--- src/rtl/alu_pkg.sv ---
// Shared types for the ALU sharing controller: ALU opcodes, controller states and
// NZCV bit positions.
package alu_pkg;

  typedef enum logic [1:0] {
    ALU_ADD = 2'b00,
    ALU_SUB = 2'b01,
    ALU_AND = 2'b10,
    ALU_ORR = 2'b11
  } alu_ctrl_t;

  typedef enum logic [1:0] {
    IDLE,
    EXEC,
    RESP
  } ctrl_state_t;

  localparam int unsigned FLAG_N = 3;
  localparam int unsigned FLAG_Z = 2;
  localparam int unsigned FLAG_C = 1;
  localparam int unsigned FLAG_V = 0;

endpackage

--- src/rtl/alu_nzcv.sv ---
// Combinational ALU with ARM-style NZCV flags. SUB carry means "no borrow";
// logical ops clear C and V.
module alu_nzcv
  import alu_pkg::*;
#(
  parameter int unsigned WIDTH = 32
) (
  input  logic [WIDTH-1:0] a,
  input  logic [WIDTH-1:0] b,
  input  alu_ctrl_t        ctrl,
  output logic [WIDTH-1:0] res,
  output logic [3:0]       nzcv
);

  logic [WIDTH:0] sum;
  logic           c;
  logic           v;

  always_comb begin
    sum = '0;
    res = '0;
    c   = 1'b0;
    v   = 1'b0;
    unique case (ctrl)
      ALU_ADD: begin
        sum = {1'b0, a} + {1'b0, b};
        res = sum[WIDTH-1:0];
        c   = sum[WIDTH];
        v   = (a[WIDTH-1] == b[WIDTH-1]) && (res[WIDTH-1] != a[WIDTH-1]);
      end
      ALU_SUB: begin
        sum = {1'b0, a} + {1'b0, ~b} + {{WIDTH{1'b0}}, 1'b1};
        res = sum[WIDTH-1:0];
        c   = sum[WIDTH];
        v   = (a[WIDTH-1] != b[WIDTH-1]) && (res[WIDTH-1] != a[WIDTH-1]);
      end
      ALU_AND: res = a & b;
      ALU_ORR: res = a | b;
      default: res = '0;
    endcase
  end

  always_comb begin
    nzcv         = '0;
    nzcv[FLAG_N] = res[WIDTH-1];
    nzcv[FLAG_Z] = (res == '0);
    nzcv[FLAG_C] = c;
    nzcv[FLAG_V] = v;
  end

endmodule

--- src/rtl/rr_arbiter.sv ---
// Combinational round-robin arbiter: grants the first requester at or after ptr.
module rr_arbiter #(
  parameter int unsigned NREQ = 2,
  localparam int unsigned PW  = (NREQ > 1) ? $clog2(NREQ) : 1
) (
  input  logic [NREQ-1:0] req,
  input  logic [PW-1:0]   ptr,
  output logic [NREQ-1:0] grant,
  output logic [PW-1:0]   grant_idx
);

  logic        found;
  logic [PW-1:0] idx;

  always_comb begin
    grant     = '0;
    grant_idx = '0;
    found     = 1'b0;
    idx       = '0;
    for (int unsigned k = 0; k < NREQ; k++) begin
      idx = PW'((32'(ptr) + k) % NREQ);
      if (!found && req[idx]) begin
        grant[idx] = 1'b1;
        grant_idx  = idx;
        found      = 1'b1;
      end
    end
  end

endmodule

--- src/rtl/alu_share_ctrl.sv ---
// Shares a single alu_nzcv between NREQ requesters: round-robin grant, registered
// operands, held response and a saved NZCV register per requester.
module alu_share_ctrl
  import alu_pkg::*;
#(
  parameter int unsigned WIDTH = 32,
  parameter int unsigned NREQ  = 2
) (
  input  logic                  clk,
  input  logic                  reset_n,
  input  logic [NREQ-1:0]       req_valid,
  output logic [NREQ-1:0]       req_ready,
  input  logic [NREQ*WIDTH-1:0] req_a,
  input  logic [NREQ*WIDTH-1:0] req_b,
  input  logic [NREQ*2-1:0]     req_ctrl,
  input  logic [NREQ-1:0]       req_setflags,
  output logic [NREQ-1:0]       rsp_valid,
  input  logic                  rsp_ready,
  output logic [WIDTH-1:0]      rsp_res,
  output logic [3:0]            rsp_nzcv,
  output logic [NREQ*4-1:0]     flags_q
);

  localparam int unsigned PW = (NREQ > 1) ? $clog2(NREQ) : 1;

  ctrl_state_t      state_q, state_d;
  logic [PW-1:0]    ptr_q, ptr_d, owner_q, owner_d, grant_idx;
  logic [NREQ-1:0]  grant;
  logic [WIDTH-1:0] a_q, a_d, b_q, b_d, rsp_res_d, alu_res;
  alu_ctrl_t        ctrl_q, ctrl_d;
  logic             setflags_q, setflags_d;
  logic [3:0]       rsp_nzcv_d, alu_flags;
  logic [NREQ*4-1:0] flags_d;

  rr_arbiter #(.NREQ(NREQ)) u_arb (
    .req       (req_valid),
    .ptr       (ptr_q),
    .grant     (grant),
    .grant_idx (grant_idx)
  );

  alu_nzcv #(.WIDTH(WIDTH)) u_alu (
    .a    (a_q),
    .b    (b_q),
    .ctrl (ctrl_q),
    .res  (alu_res),
    .nzcv (alu_flags)
  );

  always_comb begin
    state_d    = state_q;
    ptr_d      = ptr_q;
    owner_d    = owner_q;
    a_d        = a_q;
    b_d        = b_q;
    ctrl_d     = ctrl_q;
    setflags_d = setflags_q;
    rsp_res_d  = rsp_res;
    rsp_nzcv_d = rsp_nzcv;
    flags_d    = flags_q;
    req_ready  = '0;
    rsp_valid  = '0;
    unique case (state_q)
      IDLE: begin
        // No grant is offered while reset is asserted, so nothing is accepted.
        if (reset_n && (grant != '0)) begin
          req_ready = grant;
          for (int unsigned i = 0; i < NREQ; i++) begin
            if (grant[i]) begin
              a_d        = req_a[i*WIDTH +: WIDTH];
              b_d        = req_b[i*WIDTH +: WIDTH];
              ctrl_d     = alu_ctrl_t'(req_ctrl[i*2 +: 2]);
              setflags_d = req_setflags[i];
            end
          end
          owner_d = grant_idx;
          ptr_d   = (grant_idx == PW'(NREQ - 1)) ? '0 : grant_idx + 1'b1;
          state_d = EXEC;
        end
      end
      EXEC: begin
        rsp_res_d  = alu_res;
        rsp_nzcv_d = alu_flags;
        if (setflags_q) begin
          for (int unsigned i = 0; i < NREQ; i++) begin
            if (owner_q == PW'(i)) flags_d[i*4 +: 4] = alu_flags;
          end
        end
        state_d = RESP;
      end
      RESP: begin
        rsp_valid[owner_q] = 1'b1;
        if (rsp_ready) state_d = IDLE;
      end
      default: state_d = IDLE;
    endcase
  end

  always_ff @(posedge clk) begin
    if (!reset_n) begin
      state_q    <= IDLE;
      ptr_q      <= '0;
      owner_q    <= '0;
      a_q        <= '0;
      b_q        <= '0;
      ctrl_q     <= ALU_ADD;
      setflags_q <= 1'b0;
      rsp_res    <= '0;
      rsp_nzcv   <= '0;
      flags_q    <= '0;
    end else begin
      state_q    <= state_d;
      ptr_q      <= ptr_d;
      owner_q    <= owner_d;
      a_q        <= a_d;
      b_q        <= b_d;
      ctrl_q     <= ctrl_d;
      setflags_q <= setflags_d;
      rsp_res    <= rsp_res_d;
      rsp_nzcv   <= rsp_nzcv_d;
      flags_q    <= flags_d;
    end
  end

endmodule
--- config.mk ---
export PLATFORM = sky130hd
export DESIGN_NAME = alu_share_ctrl
export DESIGN_NICKNAME = d
export VERILOG_FILES = /design/src/rtl/alu_pkg.sv /design/src/rtl/alu_nzcv.sv /design/src/rtl/rr_arbiter.sv /design/src/rtl/alu_share_ctrl.sv
export SDC_FILE = /design/constraint.sdc
export NUM_CORES = 1
export LEC_CHECK = 0
export BUFFER_PORTS_ARGS = -buffer_cell sky130_fd_sc_hd__buf_4
export CELL_PAD_IN_SITES_DETAIL_PLACEMENT = 2
export CELL_PAD_IN_SITES_GLOBAL_PLACEMENT = 2
export CORE_MARGIN = 3
export CORE_UTILIZATION = 30
export DETAILED_ROUTE_END_ITERATION = 6
export MAX_ROUTING_LAYER = met4
export PLACE_DENSITY = 0.78
export SYNTH_ARGS = -nofsm -noshare
export SYNTH_HDL_FRONTEND = slang
export SYNTH_HIERARCHICAL = 1
export SYNTH_SLANG_ARGS = --single-unit
--- constraint.sdc ---
create_clock -name clk -period 3.45 [get_ports clk]
set_input_delay 0.1725 -clock clk [delete_from_list [all_inputs] [get_ports clk]]
set_output_delay 0.1725 -clock clk [all_outputs]
set_load 0.01 [all_outputs]
======== After elaboration in Yosys (flattened, before gate mapping) ========
Index checks and enable logic that the tools add are counted.
cells by class
  add/subtract/negate cells ............... 5
  equality and inequality tests ........... 11
  $lt $le $gt $ge ......................... 6
  mux-type cells .......................... 33
  reductions and logical operators ........ 17
  bitwise operators ....................... 5
operator list
  operator                                                    number
  2-to-1 mux 32 bit                                           4
  case mux 32 bit (4 select lines)                            1
  adder 32 x 32 -> 33 bit                                     2
  adder 33 x 1 -> 33 bit, second input constant               1
  AND 32 bit                                                  1
  logical NOT 32 bit                                          1
  inverter 32 bit                                             1
  bitwise OR 32 bit                                           1
  2-to-1 mux 2 bit                                            9
  2-to-1 mux 1 bit                                            13
  AND reduction 3 bit                                         3
  logical AND 1 bit                                           7
  == test 2 bit, second input constant                        3
  less-than comparator 1 x 2 -> 1 bit, second input constant  3
  case mux 2 bit (3 select lines)                             1
  == test 2 x 1 -> 1 bit, second input constant               2
  logical NOT 2 bit                                           2
  inequality test 2 bit, second input constant                2
  case mux 1 bit (2 select lines)                             2
  AND reduction 2 bit                                         2
  demux 1 bit (select 1 bit)                                  3
  >= comparator 1 bit, second input constant                  3
  inequality test 1 bit                                       3
  adder 1 bit, second input constant                          2
  other kinds (5)                                             5
word-level totals
  bits in registers ....................... 115
  output and inout port bits .............. 48
  input bits .............................. 139

======== Longest topological paths before layout ========
Gate-level depths: netlist of run 1.
  depth after elaboration ................. 11
  depth in mapped cells ................... 16
  mapped depth without buffers ............ 16

======== By module ========
Netlist of run 1, hierarchy kept.
by module, submodules not included
  module          cells an instance  times used  area each (µm²)
  alu_nzcv        848                1           5476.5
  alu_share_ctrl  502                1           4914.7
  rr_arbiter      4                  1           30.0

======== Least setup slack after synthesis of run 1 ========
OpenSTA, ideal clock, no wires.
  kind .................................... register to register
  from .................................... register a_q[0]
  to ...................................... register flags_q[6]
  data arrival time ....................... 3.536 ns
  cell stages (with the launch flop) ...... 17
  data required time ...................... 3.374 ns
  slack ................................... -0.162 ns
  period minus slack after synthesis ...... 3.612 ns
  cells stage by stage .................... dfxtp_1 inv_1 ha_1 inv_1 fa_1 nor2b_1 o311ai_2 nand3_1 a21o_1 a31o_1 or4_1 or4_1 nor4_1 nand4_1 nor4_2 nand2_1 o21ai_0
between the ends
  longest elaborated chain between the ends .. 4
  elaborated cells between the ends (all ways) .. 7
ends and longest elaborated chain
  item                                  RTL line               RTL
  from (decl)                           alu_share_ctrl.sv:29   logic [WIDTH-1:0] a_q, a_d, b_q, b_d, rsp_res_d, alu_res;
  from (signal assigned)                alu_share_ctrl.sv:104  a_q <= '0;
  from (signal assigned)                alu_share_ctrl.sv:115  a_q <= a_d;
  adder 32 x 32 -> 33 bit               alu_nzcv.sv:32         sum = {1'b0, a} + {1'b0, ~b} + {{WIDTH{1'b0}}, 1'b1};
  adder 33 x 1 -> 33 bit                alu_nzcv.sv:32
  case mux 32 bit (4 select lines) (*)  alu_nzcv.sv:24         unique case (ctrl)
  net alu_res[6]                        alu_share_ctrl.sv:29
  logical NOT 32 bit (*)                alu_nzcv.sv:46         nzcv[FLAG_Z] = (res == '0);
  net alu_flags[2]                      alu_share_ctrl.sv:32   logic [3:0] rsp_nzcv_d, alu_flags;
  to (signal assigned)                  alu_share_ctrl.sv:121  flags_q <= flags_d;
  to (decl)                             alu_share_ctrl.sv:21   output logic [NREQ*4-1:0] flags_q
Mark *: on every way through the listed nets, which the timed path passes. The rest lies on a longest branch.
A chain may end at the register's enable or synchronous reset.

======== Final worst setup path of run 1 ========
  from .................................... register a_q[7]
  to ...................................... register flags_q[6]
Same word-level chain as after synthesis.

==> results of run 1 <==
layer usage:
| layer | vias to the layer above | GRT usage (%) | part of all wire, % |
|---|---|---|---|
| met5 | - | - | 0 |
| met4 | 0 | 10.7 | 4.0 |
| met3 | 136 | 4.45 | 3.9 |
| met2 | 378 | 54.2 | 52 |
| met1 | 6251 | 32.3 | 40 |
| li1 | 5738 | - | - |
cells in the mapped netlist, types with 15 or more instances:
| cell | instances | share of area (%) |
|---|---|---|
| sky130_fd_sc_hd__ha_1 | 96 | 12 |
| sky130_fd_sc_hd__a21boi_1 | 34 | 2.4 |
| sky130_fd_sc_hd__a21oi_1 | 73 | 3.5 |
| sky130_fd_sc_hd__a211oi_1 | 15 | 1.1 |
| sky130_fd_sc_hd__o31ai_1 | 18 | 1.3 |
| sky130_fd_sc_hd__nor2_1 | 76 | 2.7 |
| sky130_fd_sc_hd__nor3_1 | 21 | 1.0 |
| sky130_fd_sc_hd__mux2i_1 | 146 | 14 |
| sky130_fd_sc_hd__nand2_1 | 214 | 7.7 |
| sky130_fd_sc_hd__clkbuf_1 | 41 | 1.5 |
| sky130_fd_sc_hd__o211ai_1 | 19 | 1.4 |
| sky130_fd_sc_hd__a31oi_1 | 16 | 0.96 |
| sky130_fd_sc_hd__inv_1 | 104 | 3.7 |
| sky130_fd_sc_hd__o21ai_0 | 56 | 2.7 |
| sky130_fd_sc_hd__a21o_1 | 19 | 1.4 |
| sky130_fd_sc_hd__dfxtp_1 | 115 | 22 |
| sky130_fd_sc_hd__buf_2 | 16 | 0.77 |
| sky130_fd_sc_hd__nand3_1 | 32 | 1.5 |
worst max-delay path: stages (launching register included):
cell and delay [ns]:
sky130_fd_sc_hd__dfxtp_1 0.36, sky130_fd_sc_hd__inv_1 0.08, sky130_fd_sc_hd__ha_1 0.38, sky130_fd_sc_hd__buf_4 0.21, sky130_fd_sc_hd__nor4_1 0.30, sky130_fd_sc_hd__buf_4 0.18
sky130_fd_sc_hd__a21boi_1 0.20, sky130_fd_sc_hd__buf_4 0.18, sky130_fd_sc_hd__nor2_1 0.08, sky130_fd_sc_hd__nor3b_1 0.35, sky130_fd_sc_hd__nor4_1 0.17, sky130_fd_sc_hd__or4_4 0.55
sky130_fd_sc_hd__nor4_4 0.16, sky130_fd_sc_hd__nand4_1 0.25, sky130_fd_sc_hd__nor4_4 0.28, sky130_fd_sc_hd__nand2_1 0.15, sky130_fd_sc_hd__o21ai_1 0.19
path summary, 6_finish.rpt:
path                                  from          to  slack (ns)  cells past startpoint
worst min register to register  rsp_res[3]  rsp_res[3]        0.46                      2
worst min-delay path             req_b[57]     b_q[25]        0.01                      3
worst max-delay path                a_q[7]  flags_q[6]       -0.72                     16
worst max register to register      a_q[7]  flags_q[6]       -0.72                     16
metrics by stage:
stage	utilization [%]	hold slack (ns)	area, um^2
floorplan	-	0.356	10500
global placement	42.4	0.445	14400
detailed placement	42.4	0.454	14400
CTS	46.3	0.00000769	15700
global route	47.5	0.0124	16100
finish	47.5	0.0131	16100
registers in the layout, indices dropped and copies added, names as in the netlist:
signal and count:
a_q 32, b_q 32, ctrl_q 2, flags_q 8, owner_q 1, ptr_q 1, rsp_nzcv 4, rsp_res 32
setflags_q 1, state_q 2
power by group:
part           total, uW  switching, uW  leakage [uW]  internal (uW)
clock               2050            749      0.000315           1300
sequential          1630            132      0.000947           1500
combinational       5520           3050       0.00622           2470
final cells by class:
class                   count  area (um^2)  share of cell area, %
clock buffers              20          447                   2.78
clock inverters            12          203                   1.26
inverters                 110          413                   2.57
multi-input cells        1044         7930                   49.3
flip-flops and latches    115         2310                   14.4
well taps                 448          561                   3.49
repair buffers            542         4210                   26.2
cell families after synthesis:
family	share of synthesized area, %
DFF	22.1
and+or+nand+nor	18.4
adders and majority gates	11.9
muxes	14.3
buffers and inverters	8.37
AOI/OAI and AO/OA	23.7
xor gates and xnor gates	1.09
repair_timing:
item                       CTS  global route
resized for setup           67            76
setup endpoints to repair   19            24
pin swaps                   22            36
buffers inserted            10            17
hold buffers                26             0
hold endpoints to repair    15             0
==> flow_results.org, run 1 <==
** Status
- Result of the run :: finished with violations
- Violations in the final reports :: setup timing

** Clock tree
- Number of buffers on the longest clock path :: 2
- CTS saw between 100 and 150 sinks.
- CTS tree :: done
- Cell at the root of the clock tree :: sky130_fd_sc_hd__clkbuf_16
- H-tree lvl count :: 4
- Clock insertion delay at the later pin of the skew report :: 0.46 ns
- Clock transition at path regs :: about 0.060 ns
- Total clock buffers created by CTS :: 17

** STA
- Counting I/O delays and the setup requirement, the final critical path takes 4.17 ns.
- Upper clock frequency limit :: 240 MHz
- Count of final hold-check violations :: 0
- Fraction of the cycle the final worst path needs :: 121%
- The number of pins exceeding their max-slew limit in the final report came to 0.
- Setup repair after global routing could not meet its margin everywhere.
- Skew final :: 0.0168 ns
- Setup slack after layout :: -0.718 ns
- Setup total negative slack :: -3.46 ns
- Slew of the pin with the lowest slew margin :: 1.04 ns
- In this run the tightest slew margin relative to its limit is 30.8%.
- Setup violations remaining at the end of the flow were counted as 11.

** Place
- The congestion estimate from routability-driven global placement came to 0.982.
- OpenSTA, run right after detailed placement, puts the worst setup slack at -0.912 ns.
- After detailed placement, the design holds a cell count of 2214.
- Estimated wirelength of the detail-placed design :: 39600 um
- PortBufs :: between 150 and 200

** GRT
- Entering global routing, the biggest net connects 68 pins.
- Number of global-route vias before repair :: 14238
- Global-route usage over all layers :: 29.6%
- Remaining Overflow, GRT :: 0
- First-pass GRT wire length :: ~83000 um
- The initial antenna violation count was 0.

** Final layout
- Leaving out fill and tap cells, the most frequent cell in the layout is sky130_fd_sc_hd__buf_4.
- The net count of the finished layout is 2067.
- Highest-count cells in the layout ignoring fill and taps :: sky130_fd_sc_hd__buf_4 (503), sky130_fd_sc_hd__nand2_1 (212), sky130_fd_sc_hd__mux2i_1 (145)
- The filler cells instantiated in the layout total 3782.
- After the flow finishes, the layout carries non-filler instances totaling 2291.
- Compared with the post-synthesis result, the final layout area differs by 54.3%.
- The repair_antennas step left the layout with diodes totalling 0.
- The post-route netlist has 36.8% of its cells at a drive strength greater than 1.

** Worst setup path
- At the worst endpoint, the required time is roughly 3.8 ns.
- The setup path with the least slack is of type register to register.
- The worst setup path is captured at a register.
- Worst-path maximum fanout :: 5
- Worst EP arrival :: 4.53 ns
- STA classifies the critical path startpoint as a register.

** Detailed routing
- After the first detailed-routing iteration, the DRC count stood at 643.
- Routed vias/inst :: 5.46
- Routed wire length :: approximately 56000 um
- For this run, design rule violations remaining after detail routing come to 0.
- Count of antenna-violating nets left after detailed routing :: 0
- Mean routed wirelength per cell :: 24.4 um
- Vias :: approximately 13000
- Detailed Routing Iterations Pass 1 :: 5

** Synth
- Yosys synthesis warning count :: 6
- Count of flip-flops with a built-in enable after synthesis :: 0
- Number of flip-flops and latches in the synthesized netlist :: 115
- After synthesis the cells add up to 10400 um^2.
- Prevailing post-synth register cell :: sky130_fd_sc_hd__dfxtp_1
- After synthesis, the mean cell area works out to 7.70 um^2.
- Of the synthesized area, sequential elements account for 22.1%.
- After synthesis, the share of flip-flops with an asynchronous set or reset is 0%.
- Post-Synthesis Net Count :: 1591
- Synthesis handed over a netlist of 1354 instances.
- The number of different library cells used by synthesis comes to between 80 and 90.

** Floorplan
- Core region area :: 33900 um^2
- The floorplan has 67 rows.
- Horizontal extent of the die :: 192 um
- The die covers about 37000 um^2.
- The die is 192 um tall.
- Pin placement for this block handled about 190 I/O pins.
- Starting density of the core :: a little under a third

** Worst hold path
- The path class of the tightest hold or removal check is input pin to register.

** Power and ir drop
- Power Total :: between 9000 and 10000 uW
- Highest ir drop seen on vdd :: 442 uV
- Dividing total power by cell area gives a power density of roughly 570 nW/um^2.
- In this run the static leakage power is 0.00748 uW.

** Run
- Max-cap violations in this run came to 0.
(Power assumes the default switching activity.)
==> run 2: changes to the inputs <==
PLACE_DENSITY = unset   (was 0.78)
PLACE_DENSITY_LB_ADDON = 0.1   (was unset)
==> flow_results.org, run 2 (synthesis gave the netlist of run 1 again) <==
** Status
- The flow ran to the end, but the final reports show violations.
- The final reports fail on setup timing.

** Clock tree
- Counting the buffers created by CTS gives 17.
- For the worst-skew pair, the clock arrives at the later sink with an insertion delay of around 0.45 ns.
- The clock passes through at most 2 buffers.
- TritonCTS built the clock tree.
- Counting every sink on the clock net gives 115.
- Clock-pin slew was measured on the worst setup and hold paths at 0.07 ns.
- Cell at the root of the clock tree :: sky130_fd_sc_hd__clkbuf_16
- H-tree lvl count :: 4

** GRT
- Remaining Overflow, GRT :: 0
- Entering global routing, the biggest net connects 70 pins.
- Number of antenna violations at the first check in global routing :: 0
- First-pass GRT wire length :: around 77000 um
- The via count of the first global-routing pass is 13379.
- Global routing used between 20% and 30% of the available tracks across all layers.

** STA
- Fraction of the cycle the final worst path needs :: 115%
- Max Slew Vio Count :: 0
- Setup slack after layout :: -0.504 ns
- RSZ-0062 raised after global routing :: yes
- Upper clock frequency limit :: 253 MHz
- Relative slew margins :: 36.3%
- Number of setup violations in the final report :: 8
- Count of final hold-check violations :: 0
- For the pin with the worst max-slew slack, the measured transition is 0.954 ns.
- Clock skew on the completed layout was measured at 0.0102 ns.
- Across all hold checks on the routed design, the worst slack comes to 0.0134 ns.
- Fin crit period :: roughly 4 ns

** Place
- Post-Place Cells :: approximately 2200
- PortBufs :: 186
- Routability-driven placement finished with a final weighted congestion of 0.951.
- Estimated wirelength of the detail-placed design :: between 30000 and 40000 um

** Worst setup path
- Data on the critical path is required at its endpoint by 3.82 ns.
- Category of the worst setup path launch point :: register
- Type of destination of the critical path :: register
- At the worst endpoint, the arrival time is 4.32 ns.
- The critical path is of the register to register type.
- Of all nets on the critical path, the largest fanout is 3.

** Run
- # Max-Cap Violations :: 0

** Detailed routing
- Residual DRC count :: 0
- Vias :: 12045
- Initial DRC count :: 474
- Detailed Routing Iterations Pass 1 :: 4
- Wires add up to 50100 um.
- Routed vias/inst :: 5.24
- After detailed routing, the average wire length per cell comes to 21.8 um.
- Count of antenna-violating nets left after detailed routing :: 0

** Floorplan
- The floorplan step set the die width to ~190 um.
- From bottom edge to top edge, the die measures 192 um.
- Num rows :: 67
- The die covers 37000 um^2.
- Number of top-level design ports :: 187
- In this run the standard cell core region covers 33900 um^2.
- Once the floorplan was initialized, standard cells occupied a little under a third of the core.

** Final layout
- # nets final :: 2075
- The count of cells in the finished layout, fillers not included, comes to 2297.
- Relative to the synthesized area, the layout overhead comes to 52.6%.
- Largest registers :: a_q: 32 flops, b_q: 32 flops, rsp_res: 32 flops
- Leading cell type in the layout, fill and taps excluded :: sky130_fd_sc_hd__buf_4
- Antenna cell count :: 0
- Layout cells sized above 1 :: 36.4%
- Count of filler cells inserted in the layout :: 3879
- The library cells used most frequently in the layout, excluding fill and tap cells, are sky130_fd_sc_hd__buf_4 (522), sky130_fd_sc_hd__nand2_1 (213), sky130_fd_sc_hd__mux2i_1 (145).

** Power and ir drop
- Reported leakage power :: 0.00746 uW
- Highest ir drop seen on vdd :: 396 uV
- In this run the power density over the cells is 548 nW/um^2.

** Worst hold path
- The tightest min-delay check is of the input pin to register type.
-- run 2: cell type report --
type	count	area [um^2]	share of cell area [%]
multi-input cells	1044	7810	49.1
repair buffers	550	4230	26.6
flip-flops and latches	115	2320	14.6
well taps	448	561	3.53
clock buffers	18	429	2.70
inverters	110	418	2.63
clock inverters	12	134	0.842
-- run 2: final timing paths --
kind,depth (start not counted),slack (ns),end,start
setup reg to reg,17,-0.50,flags_q[2],a_q[0]
setup / recovery,17,-0.50,flags_q[2],a_q[0]
hold / removal,3,0.01,a_q[3],req_a[35]
hold reg to reg,2,0.46,rsp_res[23],rsp_res[23]
-- run 2: per-stage QoR --
stage	setup slack [ns]	instance area (um^2)	total power, uW	utilization (%)	setup TNS [ns]
finish	-0.504	15900	8720	47.0	-1.56
global route	-0.724	15900	9280	47.0	-4.47
floorplan	-0.0143	10500	3930	-	-0.0177
CTS	-0.627	15500	8440	45.8	-2.80
global placement	-0.565	14500	6270	42.8	-2.97
detailed placement	-0.722	14500	6410	42.8	-4.62
-- run 2: layer usage --
layer | track usage (%) | part of all wire (%)
met1 | 32.0 | 43
met2 | 49.8 | 53
met3 | 3.69 | 2.8
met4 | 6.92 | 2.1
met5 | - | 0
-- run 2: repair_timing --
item	in CTS	in global routing
setup endpoints to repair	16	24
gates resized for setup	42	67
pin swaps	16	23
hold buffers	21	0
buffers inserted	9	8
hold endpoints to repair	13	0
-- run 2: critical path, cell delays in order (launching register included) --
cell and delay [ns]:
sky130_fd_sc_hd__dfxtp_4 0.36, sky130_fd_sc_hd__inv_4 0.07, sky130_fd_sc_hd__ha_4 0.14, sky130_fd_sc_hd__inv_4 0.04, sky130_fd_sc_hd__fa_2 0.35, sky130_fd_sc_hd__nor2b_4 0.15, sky130_fd_sc_hd__o311ai_4 0.29, sky130_fd_sc_hd__nand3_2 0.12
sky130_fd_sc_hd__a21o_1 0.18, sky130_fd_sc_hd__a31o_1 0.25, sky130_fd_sc_hd__or4_4 0.52, sky130_fd_sc_hd__or4_4 0.46, sky130_fd_sc_hd__nor4_4 0.15, sky130_fd_sc_hd__buf_4 0.15, sky130_fd_sc_hd__nand4_1 0.13, sky130_fd_sc_hd__nor4_4 0.23
sky130_fd_sc_hd__nand2_1 0.12, sky130_fd_sc_hd__o21ai_1 0.16
-- run 2: power by group --
group          leakage (uW)  internal, uW  switching (uW)  total [uW]
Clock              0.000273          1060             728        1780
Combinational       0.00624          2490            2820        5310
Sequential         0.000947          1500             127        1620
==> run 3: changes to the inputs <==
CELL_PAD_IN_SITES_DETAIL_PLACEMENT = unset   (was 2)
CELL_PAD_IN_SITES_GLOBAL_PLACEMENT = unset   (was 2)
CORE_UTILIZATION = 40   (was 30)
PLACE_DENSITY_LB_ADDON = unset   (was 0.1)
==> flow_results.org, run 3 (synthesis gave the netlist of run 1 again) <==
** Status
- Result of the run :: finished with violations
- The final reports fail on setup timing.

** Final layout
- The finished layout holds 2113 standard cells, fillers aside.
- After filler insertion, the fill cell instance count of the layout stands at 2411.
- Final core utilization :: between 50% and 60%
- Highest-count cells in the layout ignoring fill and taps :: sky130_fd_sc_hd__buf_4 (473), sky130_fd_sc_hd__nand2_1 (214), sky130_fd_sc_hd__mux2i_1 (145)
- The number of antenna diodes in the final layout is 0.
- Leading cell type in the layout, fill and taps excluded :: sky130_fd_sc_hd__buf_4
- # nets final :: 2007
- Of the cells placed in the final design, the portion with a size suffix greater than 1 is 34.3%.
- Largest registers :: a_q: 32 flops, b_q: 32 flops, rsp_res: 32 flops
- Signed area change from the synthesized netlist to the final layout :: 45.0%

** Detailed routing
- Vias :: 11346
- After detailed routing, the number of remaining DRC violations is 0.
- After the first detailed-routing iteration, the DRC count stood at between 500 and 600.
- Routed vias/inst :: 5.37
- Routed wire length :: 38500 um
- The first detailed-routing pass took 5 iterations.
- Count of antenna-violating nets left after detailed routing :: 0
- Mean routed wirelength per cell :: 18.2 um

** STA
- The number of pins exceeding their max-slew limit in the final report is 0.
- Setup repair after global routing could not meet its margin everywhere.
- Clock skew on the completed layout was measured at between 0.009 and 0.01 ns.
- Fraction of the cycle the final worst path needs :: 116%
- Setup violations remaining at the end of the flow were counted as 4.
- Fin crit period :: 3.99 ns
- In the post-route analysis, the smallest setup slack over all paths is -0.545 ns.
- At the pin with the least slew margin, the transition time is 0.931 ns.
- The worst pin sits at a relative slew slack of 37.8%.
- Count of final hold-check violations :: 0
- Upper clock frequency limit :: 250 MHz

** Place
- PortBufs :: 186
- Routability-driven placement finished with a final weighted congestion of 1.03.
- Post-Place Cells :: 2073
- After legalization and detailed placement, the total HPWL measured 30300 um.

** Worst setup path
- The worst setup path is launched from a register.
- STA puts the critical path data required time at 3.80 ns.
- The critical path is of the register to register type.
- For the worst setup path, the data arrival time is 4.34 ns.
- The endpoint identified for the worst register-to-register timing path is flags_q[6].
- Type of destination of the critical path :: register
- RR Startpoint :: a_q[0]
- Of all nets on the critical path, the largest fanout is 3.
- R2R Setup Slk :: -0.54 ns
- Number of cells on the worst reg-to-reg path :: 17

** GRT
- Number of global-route vias before repair :: 11491
- Global-route usage over all layers :: 27.3%
- The initial antenna violation count is 0.
- The first global-routing pass estimated 60300 um of wire.
- Largest net degree at the start of global routing :: between 70 and 80
- Remaining Overflow, GRT :: 0

** Floorplan
- Number of top-level design ports :: 187
- The core region is 25400 um^2.
- Area enclosed by the die boundary :: around 28000 um^2
- Overall die height :: 167 um
- Horizontal extent of the die :: 167 um
- After floorplanning, the core was divided into 58 placement rows.
- Starting density of the core :: between 40 and 50%

** Power and ir drop
- Reported leakage power :: 0.00714 uW
- Power spread over the standard cell area amounts to 538 nW/um^2.
- VDD sags by at most 292 uV.

** Clock tree
- Cell at the root of the clock tree :: sky130_fd_sc_hd__clkbuf_16
- For this design, the CTS-stage hold fixing added 0 buffers.
- For this design, the sink count on the clock tree is roughly 120.
- The clock reaches the later pin of the worst-skew pair after 0.43 ns.
- After clock tree synthesis, the clock-pin slew on the worst setup and hold paths is 0.07 ns.
- Total clock buffers created by CTS :: 17
- CTS tree :: done
- In this run the number of H-tree levels came out at 4.
- Number of buffers on the longest clock path :: 2

** Worst hold path
- Counting instances, the worst hold path has a depth of 3.
- The startpoint identified for the worst hold timing path is req_a[6].
- The path with the worst hold slack has its endpoint at a_q[6].
- In this run the worst hold path is classified as input pin to register.

** Run
- # Max-Cap Violations :: 0
## run 3: cell types whose count changed in the layout (fill, tap and decap cells not counted), moves of 4 or more
cell	change
sky130_fd_sc_hd__a21oi_1	+6
sky130_fd_sc_hd__o31ai_1	+4
sky130_fd_sc_hd__dlygate4sd3_1	-21
sky130_fd_sc_hd__a21oi_2	-6
sky130_fd_sc_hd__inv_8	+4
sky130_fd_sc_hd__buf_4	-49
## run 3: worst max-delay path, cell delays in order, from the launching register on
cell,delay (ns)
sky130_fd_sc_hd__dfxtp_2,0.34
sky130_fd_sc_hd__inv_2,0.08
sky130_fd_sc_hd__ha_4,0.15
sky130_fd_sc_hd__inv_2,0.04
sky130_fd_sc_hd__fa_2,0.33
sky130_fd_sc_hd__nor2b_4,0.15
sky130_fd_sc_hd__o311ai_4,0.32
sky130_fd_sc_hd__nand3_2,0.12
sky130_fd_sc_hd__a21o_1,0.16
sky130_fd_sc_hd__a31o_1,0.24
sky130_fd_sc_hd__or4_1,0.48
sky130_fd_sc_hd__or4_4,0.56
sky130_fd_sc_hd__nor4_4,0.14
sky130_fd_sc_hd__buf_4,0.15
sky130_fd_sc_hd__nand4_1,0.11
sky130_fd_sc_hd__nor4_4,0.29
sky130_fd_sc_hd__nand2_1,0.11
sky130_fd_sc_hd__o21ai_1,0.15
## run 3: how the worst max path moves through the flow
stage | endpoint | start | slack (ns)
after floorplan | flags_q[2] | a_q[0] | -0.01
after global placement | flags_q[2] | a_q[0] | -0.56
after detailed placement | flags_q[2] | a_q[0] | -0.61
after CTS | flags_q[2] | a_q[0] | -0.54
after global routing | flags_q[6] | a_q[0] | -0.76
final | flags_q[6] | a_q[0] | -0.54
## run 3: per-layer routing
layer / GRT usage (%) / vias to the layer above / part of all wire, %
li1: - / 5632 / -
met1: 33.2 / 5362 / 44
met2: 47.9 / 299 / 50
met3: 3.42 / 53 / 4.0
met4: 7.33 / 0 / 2.7
met5: - / - / 0
## run 3: through the flow
| stage | setup slack (ns) | hold slack, ns | instance area [um^2] | total power [uW] | setup TNS (ns) |
|---|---|---|---|---|---|
| final | -0.545 | 0.0160 | 15100 | 8130 | -1.65 |
| after global routing | -0.762 | 0.0187 | 15100 | 8620 | -2.70 |
| after CTS | -0.538 | 0.00529 | 14800 | 7970 | -1.60 |
| after detailed placement | -0.608 | 0.450 | 14100 | 6010 | -2.91 |
| after global placement | -0.563 | 0.446 | 14100 | 5990 | -3.03 |
| after floorplan | -0.0143 | 0.356 | 10500 | 3930 | -0.0177 |
## run 3: final cells by class
cell class / count / area [um^2] / area share, %
clock buffers: 17 / 425 / 2.81
flip-flops and latches: 115 / 2310 / 15.3
well taps: 330 / 413 / 2.73
repair buffers: 482 / 3700 / 24.5
multi-input cells: 1044 / 7690 / 50.9
inverters: 110 / 413 / 2.73
clock inverters: 15 / 161 / 1.07
## run 3: repair_timing
item                       4_1_cts  5_1_grt
setup endpoints to repair       12       19
pin swaps                        8       21
buffers inserted                 5        4
gates resized for setup         22       54
## run 3: report_power, final
| part | total, uW | internal, uW | switching, uW |
|---|---|---|---|
| combinational | 4720 | 2240 | 2480 |
| clock | 1810 | 969 | 837 |
| sequential | 1610 | 1500 | 113 |
